### src/rtl/cache_mem_pkg.sv
// Shared types and constants for the cache-to-memory arbiter.
//   state_t : arbiter FSM states
//   gnt_t   : identity of the granted cache
//   offset_w: word-offset width for a given line length
package cache_mem_pkg;

  localparam int unsigned ADDR_W_DEF     = 32;
  localparam int unsigned DATA_W_DEF     = 32;
  localparam int unsigned LINE_WORDS_DEF = 8;
  localparam int unsigned BYTE_OFF       = 2;

  function automatic int unsigned offset_w(input int unsigned words);
    return $clog2(words);
  endfunction

  localparam int unsigned OFFSET_W = offset_w(LINE_WORDS_DEF);

  typedef enum logic [1:0] {
    IDLE     = 2'd0,
    IC_BURST = 2'd1,
    DC_BURST = 2'd2,
    DONE     = 2'd3
  } state_t;

  typedef enum logic {
    GNT_IC = 1'b0,
    GNT_DC = 1'b1
  } gnt_t;

endpackage

### src/rtl/burst_counter.sv
// Beat counter for one line burst.
//   clk, rst_n : clock, synchronous active-low reset
//   load       : clear the counter to beat 0 (priority over en)
//   en         : advance one beat; wraps to 0 after the last beat
//   idx        : current beat index
//   last_c     : current beat is the final beat of the line
module burst_counter
  import cache_mem_pkg::*;
#(
  parameter int unsigned WORDS = LINE_WORDS_DEF,
  parameter int unsigned W     = OFFSET_W
) (
  input  logic         clk,
  input  logic         rst_n,
  input  logic         load,
  input  logic         en,
  output logic [W-1:0] idx,
  output logic         last_c
);

  // WORDS is a power of two, so natural overflow gives the wrap to 0
  always_ff @(posedge clk) begin
    if (!rst_n || load) begin
      idx <= '0;
    end else if (en) begin
      idx <= idx + W'(1);
    end
  end

  assign last_c = (idx == W'(WORDS - 1));

endmodule

### src/rtl/cache_mem_arbiter.sv
// Shares one memory port between ICache refills and DCache refills/write-backs.
//   ic_req/ic_addr             : ICache refill request, held until ic_done
//   ic_rvalid/ic_rdata/ic_done : ICache refill words and completion pulse
//   dc_req/dc_we/dc_addr       : DCache request (we=1 write-back), held until dc_done
//   dc_wdata/dc_widx           : write-back word for the beat index on dc_widx
//   dc_rvalid/dc_rdata/dc_done : DCache refill words and completion pulse
//   mem_*                      : beat-level memory port (beat done on req & ready)
//   busy                       : arbiter not idle
module cache_mem_arbiter
  import cache_mem_pkg::*;
#(
  parameter int unsigned ADDR_W     = ADDR_W_DEF,
  parameter int unsigned DATA_W     = DATA_W_DEF,
  parameter int unsigned LINE_WORDS = LINE_WORDS_DEF
) (
  input  logic                          clk,
  input  logic                          rst_n,
  input  logic                          ic_req,
  input  logic [ADDR_W-1:0]             ic_addr,
  output logic                          ic_rvalid,
  output logic [DATA_W-1:0]             ic_rdata,
  output logic                          ic_done,
  input  logic                          dc_req,
  input  logic                          dc_we,
  input  logic [ADDR_W-1:0]             dc_addr,
  input  logic [DATA_W-1:0]             dc_wdata,
  output logic [$clog2(LINE_WORDS)-1:0] dc_widx,
  output logic                          dc_rvalid,
  output logic [DATA_W-1:0]             dc_rdata,
  output logic                          dc_done,
  output logic                          mem_req,
  output logic                          mem_we,
  output logic [ADDR_W-1:0]             mem_addr,
  output logic [DATA_W-1:0]             mem_wdata,
  input  logic                          mem_ready,
  input  logic [DATA_W-1:0]             mem_rdata,
  output logic                          busy
);

  localparam int unsigned OFF_W = offset_w(LINE_WORDS);
  localparam int unsigned LOW_W = OFF_W + BYTE_OFF;
  localparam logic [ADDR_W-1:0] LINE_MASK = ~ADDR_W'((1 << LOW_W) - 1);

  state_t            state;
  state_t            state_nxt;
  gnt_t              last_gnt;
  logic              we_q;
  logic [ADDR_W-1:0] base_q;
  logic              ic_mask;
  logic              dc_mask;
  logic [OFF_W-1:0]  beat;
  logic              last_c;
  logic              cnt_load;
  logic              cnt_en;
  logic              grant_ic;
  logic              grant_dc;
  logic              ic_beat;
  logic              dc_beat;

  burst_counter #(
    .WORDS (LINE_WORDS),
    .W     (OFF_W)
  ) u_cnt (
    .clk    (clk),
    .rst_n  (rst_n),
    .load   (cnt_load),
    .en     (cnt_en),
    .idx    (beat),
    .last_c (last_c)
  );

  // Round-robin pick; a side that was just served is masked for one IDLE
  // cycle because its req is still visible the cycle after its done pulse.
  always_comb begin
    grant_ic = ic_req & ~ic_mask &
               (~(dc_req & ~dc_mask) | (last_gnt == GNT_DC));
    grant_dc = dc_req & ~dc_mask & ~grant_ic;
  end

  assign ic_beat = (state == IC_BURST) & mem_ready;
  assign dc_beat = (state == DC_BURST) & mem_ready;

  // State register
  always_ff @(posedge clk) begin
    if (!rst_n) begin
      state <= IDLE;
    end else begin
      state <= state_nxt;
    end
  end

  // Next-state logic
  always_comb begin
    state_nxt = state;
    unique case (state)
      IDLE: begin
        if (grant_ic) begin
          state_nxt = IC_BURST;
        end else if (grant_dc) begin
          state_nxt = DC_BURST;
        end
      end
      IC_BURST, DC_BURST: begin
        if (mem_ready && last_c) begin
          state_nxt = DONE;
        end
      end
      DONE:    state_nxt = IDLE;
      default: state_nxt = IDLE;
    endcase
  end

  // Memory-port and counter control decoded from the current state
  always_comb begin
    mem_req   = 1'b0;
    mem_we    = 1'b0;
    mem_addr  = '0;
    mem_wdata = '0;
    busy      = 1'b0;
    cnt_load  = 1'b0;
    cnt_en    = 1'b0;
    unique case (state)
      IDLE: cnt_load = 1'b1;
      IC_BURST: begin
        mem_req  = 1'b1;
        mem_addr = base_q + (ADDR_W'(beat) << BYTE_OFF);
        cnt_en   = mem_ready;
        busy     = 1'b1;
      end
      DC_BURST: begin
        mem_req   = 1'b1;
        mem_we    = we_q;
        mem_addr  = base_q + (ADDR_W'(beat) << BYTE_OFF);
        mem_wdata = we_q ? dc_wdata : '0;
        cnt_en    = mem_ready;
        busy      = 1'b1;
      end
      DONE:    busy = 1'b1;
      default: busy = 1'b0;
    endcase
  end

  assign dc_widx = beat;

  // Grant bookkeeping: line base, direction and round-robin history
  always_ff @(posedge clk) begin
    if (!rst_n) begin
      last_gnt <= GNT_IC;
      we_q     <= 1'b0;
      base_q   <= '0;
    end else if ((state == IDLE) && (grant_ic || grant_dc)) begin
      last_gnt <= grant_dc ? GNT_DC : GNT_IC;
      we_q     <= grant_dc & dc_we;
      base_q   <= (grant_dc ? dc_addr : ic_addr) & LINE_MASK;
    end
  end

  // Registered read return, done pulses and the post-done mask
  always_ff @(posedge clk) begin
    if (!rst_n) begin
      ic_rvalid <= 1'b0;
      ic_rdata  <= '0;
      ic_done   <= 1'b0;
      dc_rvalid <= 1'b0;
      dc_rdata  <= '0;
      dc_done   <= 1'b0;
      ic_mask   <= 1'b0;
      dc_mask   <= 1'b0;
    end else begin
      ic_rvalid <= ic_beat;
      dc_rvalid <= dc_beat & ~we_q;
      if (ic_beat) begin
        ic_rdata <= mem_rdata;
      end
      if (dc_beat && !we_q) begin
        dc_rdata <= mem_rdata;
      end
      ic_done <= ic_beat & last_c;
      dc_done <= dc_beat & last_c;
      ic_mask <= ic_done;
      dc_mask <= dc_done;
    end
  end

endmodule

### config.mk
export PLATFORM = sky130hd
export DESIGN_NAME = cache_mem_arbiter
export DESIGN_NICKNAME = d
export VERILOG_FILES = /design/src/rtl/cache_mem_pkg.sv /design/src/rtl/burst_counter.sv /design/src/rtl/cache_mem_arbiter.sv
export SDC_FILE = /design/constraint.sdc
export NUM_CORES = 1
export LEC_CHECK = 0
export ABC_AREA = 1
export BUFFER_PORTS_ARGS = -buffer_cell sky130_fd_sc_hd__buf_2
export CAP_MARGIN = 5
export CORE_AREA = 2 2 107 109
export DETAILED_ROUTE_END_ITERATION = 6
export DIE_AREA = 0 0 109 111
export PLACE_DENSITY = 0.9
export SLEW_MARGIN = 20
export SYNTH_ARGS = -nofsm -noshare
export SYNTH_HDL_FRONTEND = slang
export SYNTH_SLANG_ARGS = --single-unit
### constraint.sdc
create_clock -name clk -period 2.7 [get_ports clk]
set_input_delay 0.54 -clock clk [delete_from_list [all_inputs] [get_ports clk]]
set_output_delay 0.54 -clock clk [all_outputs]
set_load 0.01 [all_outputs]
======== Word-level counts from Yosys, hierarchy flattened ========
Index checks and enable logic that the tools add are counted.
W data, S select, Z words.
cells by class
  equality and inequality tests ........... 6
  multiplexer cells ....................... 14
  $add $sub $neg .......................... 2
  bitwise logic cells ..................... 16
  reduce and logical (&&, ||, !) cells .... 11
operators by type and width
  kind                   number
  $mux W32               4
  $add A32 B5 Y32        1
  $and A1 B1 Y1          10
  $mux W1                6
  $mux W2                3
  $pmux W2 S3            1
  $not A1 Y1             5
  $eq A2 B2 Y1 const B   2
  $add A3 B1 Y3 const B  1
  $eq A3 B3 Y1 const B   1
  $logic_and A1 B1 Y1    3
  $ne A3 B3 Y1 const B   1
  $reduce_or A3 Y1       1
  $eq A2 B1 Y1 const B   1
  $logic_not A1 Y1       2
  $logic_not A2 Y1       1
  $logic_or A1 B1 Y1     2
  $ne A2 B1 Y1 const B   1
  $reduce_and A2 Y1      1
  $reduce_or A2 Y1       1
  $or A1 B1 Y1           1
word-level totals
  register bits after elaboration ......... 104
  logic and storage cells ................. 62

======== Logic depth before layout (Yosys ltp) ========
Gate-level depths: netlist (run 1).
  word-level depth ........................ 10
  mapped depth ............................ 10
  depth with buffers taken out ............ 8

======== Modules after synthesis ========
Synthesis (run 1) repeated with hierarchy kept, for this count alone.
second synthesis, totals
  cell total of the unflattened synthesis .. 731
  area, all modules ....................... 4,757.1 sq um
modules (own cells, without submodules)
  module             area each (sq um)  sequential area each (sq um)  cells each  times used
  cache_mem_arbiter  4,611.9            2,021.9                       712         1
  burst_counter      145.1              60.1                          19          1

======== Worst setup path after synthesis (run 1) ========
Ideal clock, no wire load.
  kind .................................... register to output
  from .................................... register state[0]
  to ...................................... output port mem_addr[10]
  buffers on the path ..................... 2
  data required time ...................... 2.160 ns
  data arrival time ....................... 1.352 ns
  stages on the path, launching flop included .. 7
  slack ................................... 0.808 ns
  path through ............................ dfxtp_1 inv_1 ha_1 clkbuf_1 clkbuf_1 nand2_1 inv_1
between the ends
  cells in the longest elaborated chain, start to end .. 3
  elaborated cells on any way between the ends .. 4
ends and longest elaborated chain
  element                                       line                      RTL
  start: declaration                            cache_mem_arbiter.sv:44   state_t state;
  start signal: assignment                      cache_mem_arbiter.sv:88   state <= state_nxt;
  $eq A2 B1 Y1 or $eq A2 B2 Y1 (tied branches)  cache_mem_arbiter.sv:122  unique case (state)
  $reduce_or A2 Y1 (no source line) (*)         -
  $mux W32 (*)                                  -
  end: declaration                              cache_mem_arbiter.sv:33   output logic [ADDR_W-1:0] mem_addr,
Every way passes the cells marked *; elsewhere a longest branch is shown, timed or not.

======== Worst setup path after layout (run 1) ========
  from .................................... register state[1]
  to ...................................... output port mem_addr[28]
Same word-level chain as after synthesis.

==> impl_metrics.env, run 1 <==
export IMPL_antenna_found_initial=0
export IMPL_worstSetupPathType="reg -> out"
export IMPL_die_area_um2=12100
export IMPL_crit_path_start_kind="flop"
export IMPL_slew_limit_headroom=0.517
export IMPL_start_util=0.425
export IMPL_die_x_um=109
export IMPL_root_buffer="clkbuf_16"
export IMPL_clock_sinks=104
export IMPL_synth_xor_area_frac=0.00186
export IMPL_synth_seq_cells=104
export IMPL_timing_fmax_mhz=450
export IMPL_synth_area_mux_share=0
export IMPL_core_region_area_um2=11100
export IMPL_area_delta_synth_final_pct=34.3
export IMPL_clockBufferDepth=2
export IMPL_finalMaxSlewViolations=0
export IMPL_power_leakage_nw=3.92
export IMPL_status="completed"
export IMPL_synth_compound_area_frac=0.0854
export IMPL_place_area_um2=6030
export IMPL_portBuffers=259
export IMPL_fin_area_um2=6320
export IMPL_cts_resized=0
export IMPL_drt_initial_drc_count=250
export IMPL_cp_arrival_ns=1.68
export IMPL_grt_pass1_wl_um=20000
export IMPL_post_cts_buffers=0
export IMPL_synth_top_family_by_area="simple AND/OR/NAND/NOR gates"
export IMPL_end_kind="output port"
export IMPL_rows=39
export IMPL_vias_per_cell=4.53
export IMPL_cts_clk_slew_worst_paths_ns=0.07
export IMPL_postSynthAreaPerCell_um2=6.52
export IMPL_synth_cell_type_count=23
export IMPL_setup_violations=0
export IMPL_die_y_um=111
export IMPL_ctsHoldBuffers=0
export IMPL_max_vdd_ir_drop_mv=0.370
export IMPL_final_nets=1099
export IMPL_final_antenna_net_count=0
export IMPL_cts_made_buffers=9
export IMPL_period_minus_slack_ns=2.22
export IMPL_setup_tns_ns=0
export IMPL_drive_above_1_share=0.304
export IMPL_dp_hpwl_um=9430
export IMPL_synthSimpleGateAreaFrac=0.323
export IMPL_hp_class="reg -> reg"
export IMPL_synth_seq_area_share=0.443
export IMPL_dr_pass1_iters=4
export IMPL_cp_max_fo=33
export IMPL_cap_violations=0
export IMPL_gp_congestion=0.835
export IMPL_grt_pass1_vias=4294
export IMPL_cts_tree="built"
export IMPL_worstPathRequired_ns=2.16
export IMPL_cellPowerDensity_nw_per_um2=821
export IMPL_num_vias=5018
export IMPL_drc=0
export IMPL_grt_usage=0.207
export IMPL_htreeDepth=3
export IMPL_routed_wl_um=12900
export IMPL_period_share=0.822
export IMPL_hold_viol=0
export IMPL_n_antenna_cell=0
export IMPL_finClkSkew_ns=0.0145
export IMPL_ys_warnings_count=0
export IMPL_wire_per_inst_um=11.6
export IMPL_tightest_slew_ns=0.722
export IMPL_fillers=1077
export IMPL_synth_area_um2=4700
export IMPL_clock_latency_ns=0.34
export IMPL_io_pins=272
export IMPL_gr_total_overflow=0
export IMPL_rsz0062_at_grt="false"
export IMPL_finalCoreUtilization=0.571
export IMPL_grt_max_degree=36
export IMPL_syn_inst=722
export IMPL_yosys_area_share_adder=0.0133
-- critical path: stages (launching register included) --
cell	delay, ns
dfxtp_1	0.36
inv_1	0.07
ha_1	0.29
buf_4	0.33
nand2_1	0.09
inv_1	0.07
buf_2	0.13
-- final timing paths --
| path | from | end | slack [ns] | depth (start not counted) |
|---|---|---|---|---|
| hold reg to reg | ic_done$_SDFF_PN0_ | ic_mask$_SDFF_PN0_ | 0.44 | 2 |
| setup / recovery | state[1]$_SDFFE_PN0P_ | mem_addr[28] | 0.48 | 6 |
| setup reg to reg | state[0]$_SDFFE_PN0P_ | base_q[15]$_SDFFE_PN0P_ | 0.90 | 8 |
| hold / removal | ic_done$_SDFF_PN0_ | ic_mask$_SDFF_PN0_ | 0.44 | 2 |
-- Yosys cell counts --
| master | instances | area [µm²] |
|---|---|---|
| a21oi_1 | 6 | 30.0 |
| a21oi_4 | 2 | 32.5 |
| buf_2 | 10 | 50.1 |
| buf_4 | 4 | 30.0 |
| buf_6 | 6 | 67.6 |
| clkbuf_1 | 22 | 82.6 |
| clkinv_1 | 1 | 3.75 |
| conb_1 | 1 | 3.75 |
| dfxtp_1 | 104 | 2080 |
| ha_1 | 5 | 62.6 |
| inv_1 | 101 | 379 |
| inv_2 | 4 | 15.0 |
| nand2_1 | 137 | 514 |
| nand2_2 | 1 | 6.26 |
| nand2_4 | 1 | 11.3 |
| nand3_1 | 31 | 155 |
| nor2_1 | 217 | 815 |
| nor2_2 | 1 | 6.26 |
| nor3_1 | 2 | 10.0 |
| o21ai_0 | 54 | 270 |
| o21ai_1 | 10 | 50.1 |
| o21bai_4 | 1 | 18.8 |
| xor2_1 | 1 | 8.76 |
-- area by class of cell --
cell class	count	area, µm²	area share
sequential	104	2080	0.329
multi-input combinational	471	2000	0.316
timing repair buffer	268	1380	0.218
inverter	106	398	0.0630
clock buffer	10	229	0.0362
tap	143	179	0.0283
clock inverter	6	57.6	0.00911
-- power breakdown --
part | total (W) | switching (W) | internal, W
Clock | 0.00128 | 0.000624 | 0.000653
Sequential | 0.00204 | 0.000164 | 0.00188
Combinational | 0.00187 | 0.00118 | 0.000695
-- flip-flops by register name, indices dropped and copies added, names as in the netlist --
| name | cells |
|---|---|
| dc_rdata | 32 |
| ic_rdata | 32 |
| base_q | 27 |
| u_cnt.idx | 3 |
| state | 2 |
| dc_done | 1 |
| dc_mask | 1 |
| dc_rvalid | 1 |
| ic_done | 1 |
| ic_mask | 1 |
| ic_rvalid | 1 |
| last_gnt | 1 |
| we_q | 1 |
-- layer usage --
metal / up-vias / GRT usage / wire length [µm] / part of all wire
li1: 2620 / - / - / -
met4: 0 / 0.103 / 520 / 0.040
met1: 2175 / 0.232 / 5090 / 0.39
met5: - / 0 / 0 / 0
met2: 187 / 0.376 / 6510 / 0.50
met3: 36 / 0.0247 / 781 / 0.061
-- logic make-up after synthesis --
family,count (synthesis)
other,1
AO/OA/AOI/OAI,73
flip-flops,104
buffers and inverters,148
adder cells (fa/ha/maj),5
XOR/XNOR,1
AND/OR/NAND/NOR,390
-- through the flow --
stage	hold WS, ns	power (W)	instances	setup slack (ns)
2_1_floorplan	0.461	0.00332	723	0.808
3_3_place_gp	0.420	0.00390	1092	0.841
3_5_place_dp	0.432	0.00395	1092	0.830
4_1_cts	0.434	0.00525	1108	0.458
5_1_grt	0.439	0.00558	1108	0.360
6_report	0.435	0.00519	1108	0.479
-- placed cells by master (no fill, tap or decap), types with 2 or more instances in the layout --
cell,synthesis,final
buf_2,10,259
nor2_1,217,217
nand2_1,137,137
dfxtp_1,104,104
inv_1,101,101
o21ai_0,54,54
nand3_1,31,31
o21ai_1,10,10
clkbuf_16,0,9
buf_4,4,8
a21oi_1,6,6
ha_1,5,5
inv_2,4,4
inv_6,0,3
a21oi_4,2,2
nor3_1,2,2
conb_1,1,2
inv_8,0,2
(Power assumes the default switching activity.)
==> inputs of run 2 (changes only) <==
--- a/config.mk
+++ b/config.mk
@@ -5,13 +5,13 @@
 export SDC_FILE = /design/constraint.sdc
 export NUM_CORES = 1
 export LEC_CHECK = 0
-export ABC_AREA = 1
+export ABC_AREA = 0
 export BUFFER_PORTS_ARGS = -buffer_cell sky130_fd_sc_hd__buf_2
 export CAP_MARGIN = 5
-export CORE_AREA = 2 2 107 109
+export CORE_MARGIN = 2
+export CORE_UTILIZATION = 44
 export DETAILED_ROUTE_END_ITERATION = 6
-export DIE_AREA = 0 0 109 111
-export PLACE_DENSITY = 0.9
+export PLACE_DENSITY = 0.92
 export SLEW_MARGIN = 20
 export SYNTH_ARGS = -nofsm -noshare
 export SYNTH_HDL_FRONTEND = slang
==> constraint.sdc (replaced) <==
create_clock -name clk -period 2.07 [get_ports clk]
set_input_delay 0.414 -clock clk [delete_from_list [all_inputs] [get_ports clk]]
set_output_delay 0.414 -clock clk [all_outputs]
set_load 0.01 [all_outputs]
==> impl_metrics.env, run 2 <==
export IMPL_end_kind="output port"
export IMPL_clockBufferDepth=2
export IMPL_drive_above_1_share=0.368
export IMPL_cts_made_buffers=9
export IMPL_ys_flop_type="dfxtp_1"
export IMPL_crit_slowest_cell="dfxtp_1"
export IMPL_root_buffer="clkbuf_8"
export IMPL_synth_area_um2=4570
export IMPL_ys_warnings_count=0
export IMPL_worstSetupPathType="reg -> out"
export IMPL_htreeDepth=3
export IMPL_crit_family="buffers and inverters"
export IMPL_cp_arrival_ns=1.57
export IMPL_postSynthAreaPerCell_um2=8.03
export IMPL_top_regs="dc_rdata x32, ic_rdata x32, base_q x27"
export IMPL_finClkSkew_ns=0.0185
export IMPL_cap_violations=0
export IMPL_area_delta_synth_final_pct=34.4
export IMPL_synth_edf_count=0
export IMPL_mostFrequentLayoutCell="buf_2"
export IMPL_synth_most_common_cell="nand2_1"
export IMPL_die_area_um2=11200
export IMPL_num_vias=4623
export IMPL_timing_fmax_mhz=503
export IMPL_period_minus_slack_ns=1.99
export IMPL_grt_usage=0.218
export IMPL_gr_total_overflow=0
export IMPL_worstPathRequired_ns=1.66
export IMPL_synth_top_cell_by_area="dfxtp_1"
export IMPL_grt_pass1_wl_um=19900
export IMPL_cts_clk_slew_worst_paths_ns=0.11
export IMPL_n_antenna_cell=0
export IMPL_synth_common_cells="nand2_1 (191), dfxtp_1 (104), a21boi_1 (36)"
export IMPL_clock_latency_ns=0.36
export IMPL_max_vdd_ir_drop_mv=0.539
export IMPL_cp_max_fo=18
export IMPL_gp_congestion=0.811
export IMPL_hp_class="in -> reg"
export IMPL_cellPowerDensity_nw_per_um2=976
export IMPL_critical_path_max_stage_delay_ns=0.38
export IMPL_fillers=922
export IMPL_ctsHoldBuffers=0
export IMPL_start_util=0.449
export IMPL_grt_pass1_vias=4194
export IMPL_core_region_area_um2=10200
export IMPL_dp_hpwl_um=8980
export IMPL_dr_pass1_iters=4
export IMPL_hold_viol=0
export IMPL_wire_per_inst_um=13.5
export IMPL_die_x_um=106
export IMPL_antenna_found_initial=0
export IMPL_setup_violations=0
export IMPL_routed_wl_um=12700
export IMPL_clock_sinks=104
export IMPL_period_share=0.960
export IMPL_power_leakage_nw=3.11
export IMPL_drc=0
export IMPL_rows=37
export IMPL_io_pins=272
export IMPL_layout_setup_ws_ns=0.0823
export IMPL_synth_area_leaders="dfxtp_1 (46%), nand2_1 (16%), a21boi_1 (5.9%)"
export IMPL_final_antenna_net_count=0
export IMPL_drt_initial_drc_count=237
export IMPL_vias_per_cell=4.89
export IMPL_syn_inst=569
export IMPL_async_flop_share=0
export IMPL_setup_tns_ns=0
export IMPL_place_area_um2=5910
export IMPL_yosys_area_top_type_share=0.456
export IMPL_finalMaxSlewViolations=0
export IMPL_fin_area_um2=6140
export IMPL_crit_path_start_kind="flop"
export IMPL_synth_seq_area_share=0.456
export IMPL_final_nets=944
export IMPL_timing_hold_ws_ns=0.286
export IMPL_die_y_um=106
export IMPL_crit_chain="inv_1 > ha_4 > clkbuf_16 > and2_1 > buf_2"
export IMPL_grt_max_degree=105
export IMPL_pre_cts_ws_ns=0.383
export IMPL_synth_cell_type_count=38
export IMPL_final_cell_mix="buf_2 (259), nand2_1 (191), dfxtp_1 (103)"
export IMPL_critPathBufInv=3
export IMPL_status="completed"
export IMPL_portBuffers=259
export IMPL_cts_tree="built"
export IMPL_synth_seq_cells=104
[run 2: changes by cell type after synthesis, moves of 5 or more]
| cell | change |
|---|---|
| a31oi_1 | +27 |
| and3_1 | +33 |
| nand2_1 | +54 |
| buf_4 | +5 |
| nand3_1 | -29 |
| and2_1 | +35 |
| o21ai_1 | -9 |
| a21boi_0 | +28 |
| a21boi_1 | +36 |
| nor2_1 | -214 |
| o21ai_0 | -25 |
| inv_1 | -98 |
[run 2: layout make-up]
cell class | count | area, µm² | area share
multi-input cells | 414 | 2220 | 0.362
flip-flops and latches | 104 | 2080 | 0.339
repair buffers | 273 | 1460 | 0.238
well taps | 136 | 170 | 0.0277
clock buffers | 9 | 124 | 0.0202
clock inverters | 7 | 66.3 | 0.0108
inverters | 3 | 11.3 | 0.00183
[run 2: repair_timing]
item,in CTS,in global routing
resized for setup,0,5
buffers inserted,0,0
endpoints found under the setup margin,0,48
[run 2: worst paths after layout]
path,from,endpoint,slack [ns],cells after the start
setup / recovery,state[1]$_SDFFE_PN0P_,mem_addr[8],0.08,5
setup reg to reg,state[0]$_SDFFE_PN0P_,dc_rdata[2]$_SDFFE_PN0P_,0.38,7
hold reg to reg,dc_rdata[4]$_SDFFE_PN0P_,dc_rdata[4]$_SDFFE_PN0P_,0.46,2
hold / removal,dc_we,we_q$_SDFFE_PN0P_,0.29,3
[run 2: per-stage QoR]
| stage | cells | power (W) | util |
|---|---|---|---|
| global route | 946 | 0.00639 | 0.603 |
| detailed placement | 929 | 0.00467 | 0.580 |
| global placement | 929 | 0.00462 | 0.580 |
| CTS | 945 | 0.00589 | 0.599 |
| floorplan | 570 | 0.00390 | - |
| finish | 946 | 0.00600 | 0.603 |
[run 2: logic make-up after synthesis]
family,count (synthesis),share of synthesized area
mux,2,0.00465
other cells,1,0.000821
xor+xnor,1,0.00192
simple gates,274,0.272
fa+ha+maj,5,0.0137
buf+inv,52,0.0613
compound gates,130,0.190
flops,104,0.456
[run 2: report_power, final]
group / total, W / switching, W / internal (W)
Sequential: 0.00252 / 0.000172 / 0.00235
Clock: 0.00122 / 0.000754 / 0.000466
Combinational: 0.00226 / 0.00129 / 0.000965
Total: 0.00600 / 0.00222 / 0.00378
[run 2: metal layers]
metal  vias up  share of wire  track usage
met5         -              0            0
met4         0          0.011       0.0573
met3        10          0.066       0.0527
met2       174           0.49        0.382
met1      2094           0.43        0.268
li1       2345              -            -
[run 2: worst register-to-register path, cell delays in order, from the launching register on]
cell      delay [ns]
dfxtp_2         0.36
inv_1           0.08
ha_1            0.25
nand2_2         0.09
or2_1           0.21
buf_4           0.35
nand2_1         0.12
a21boi_1        0.16
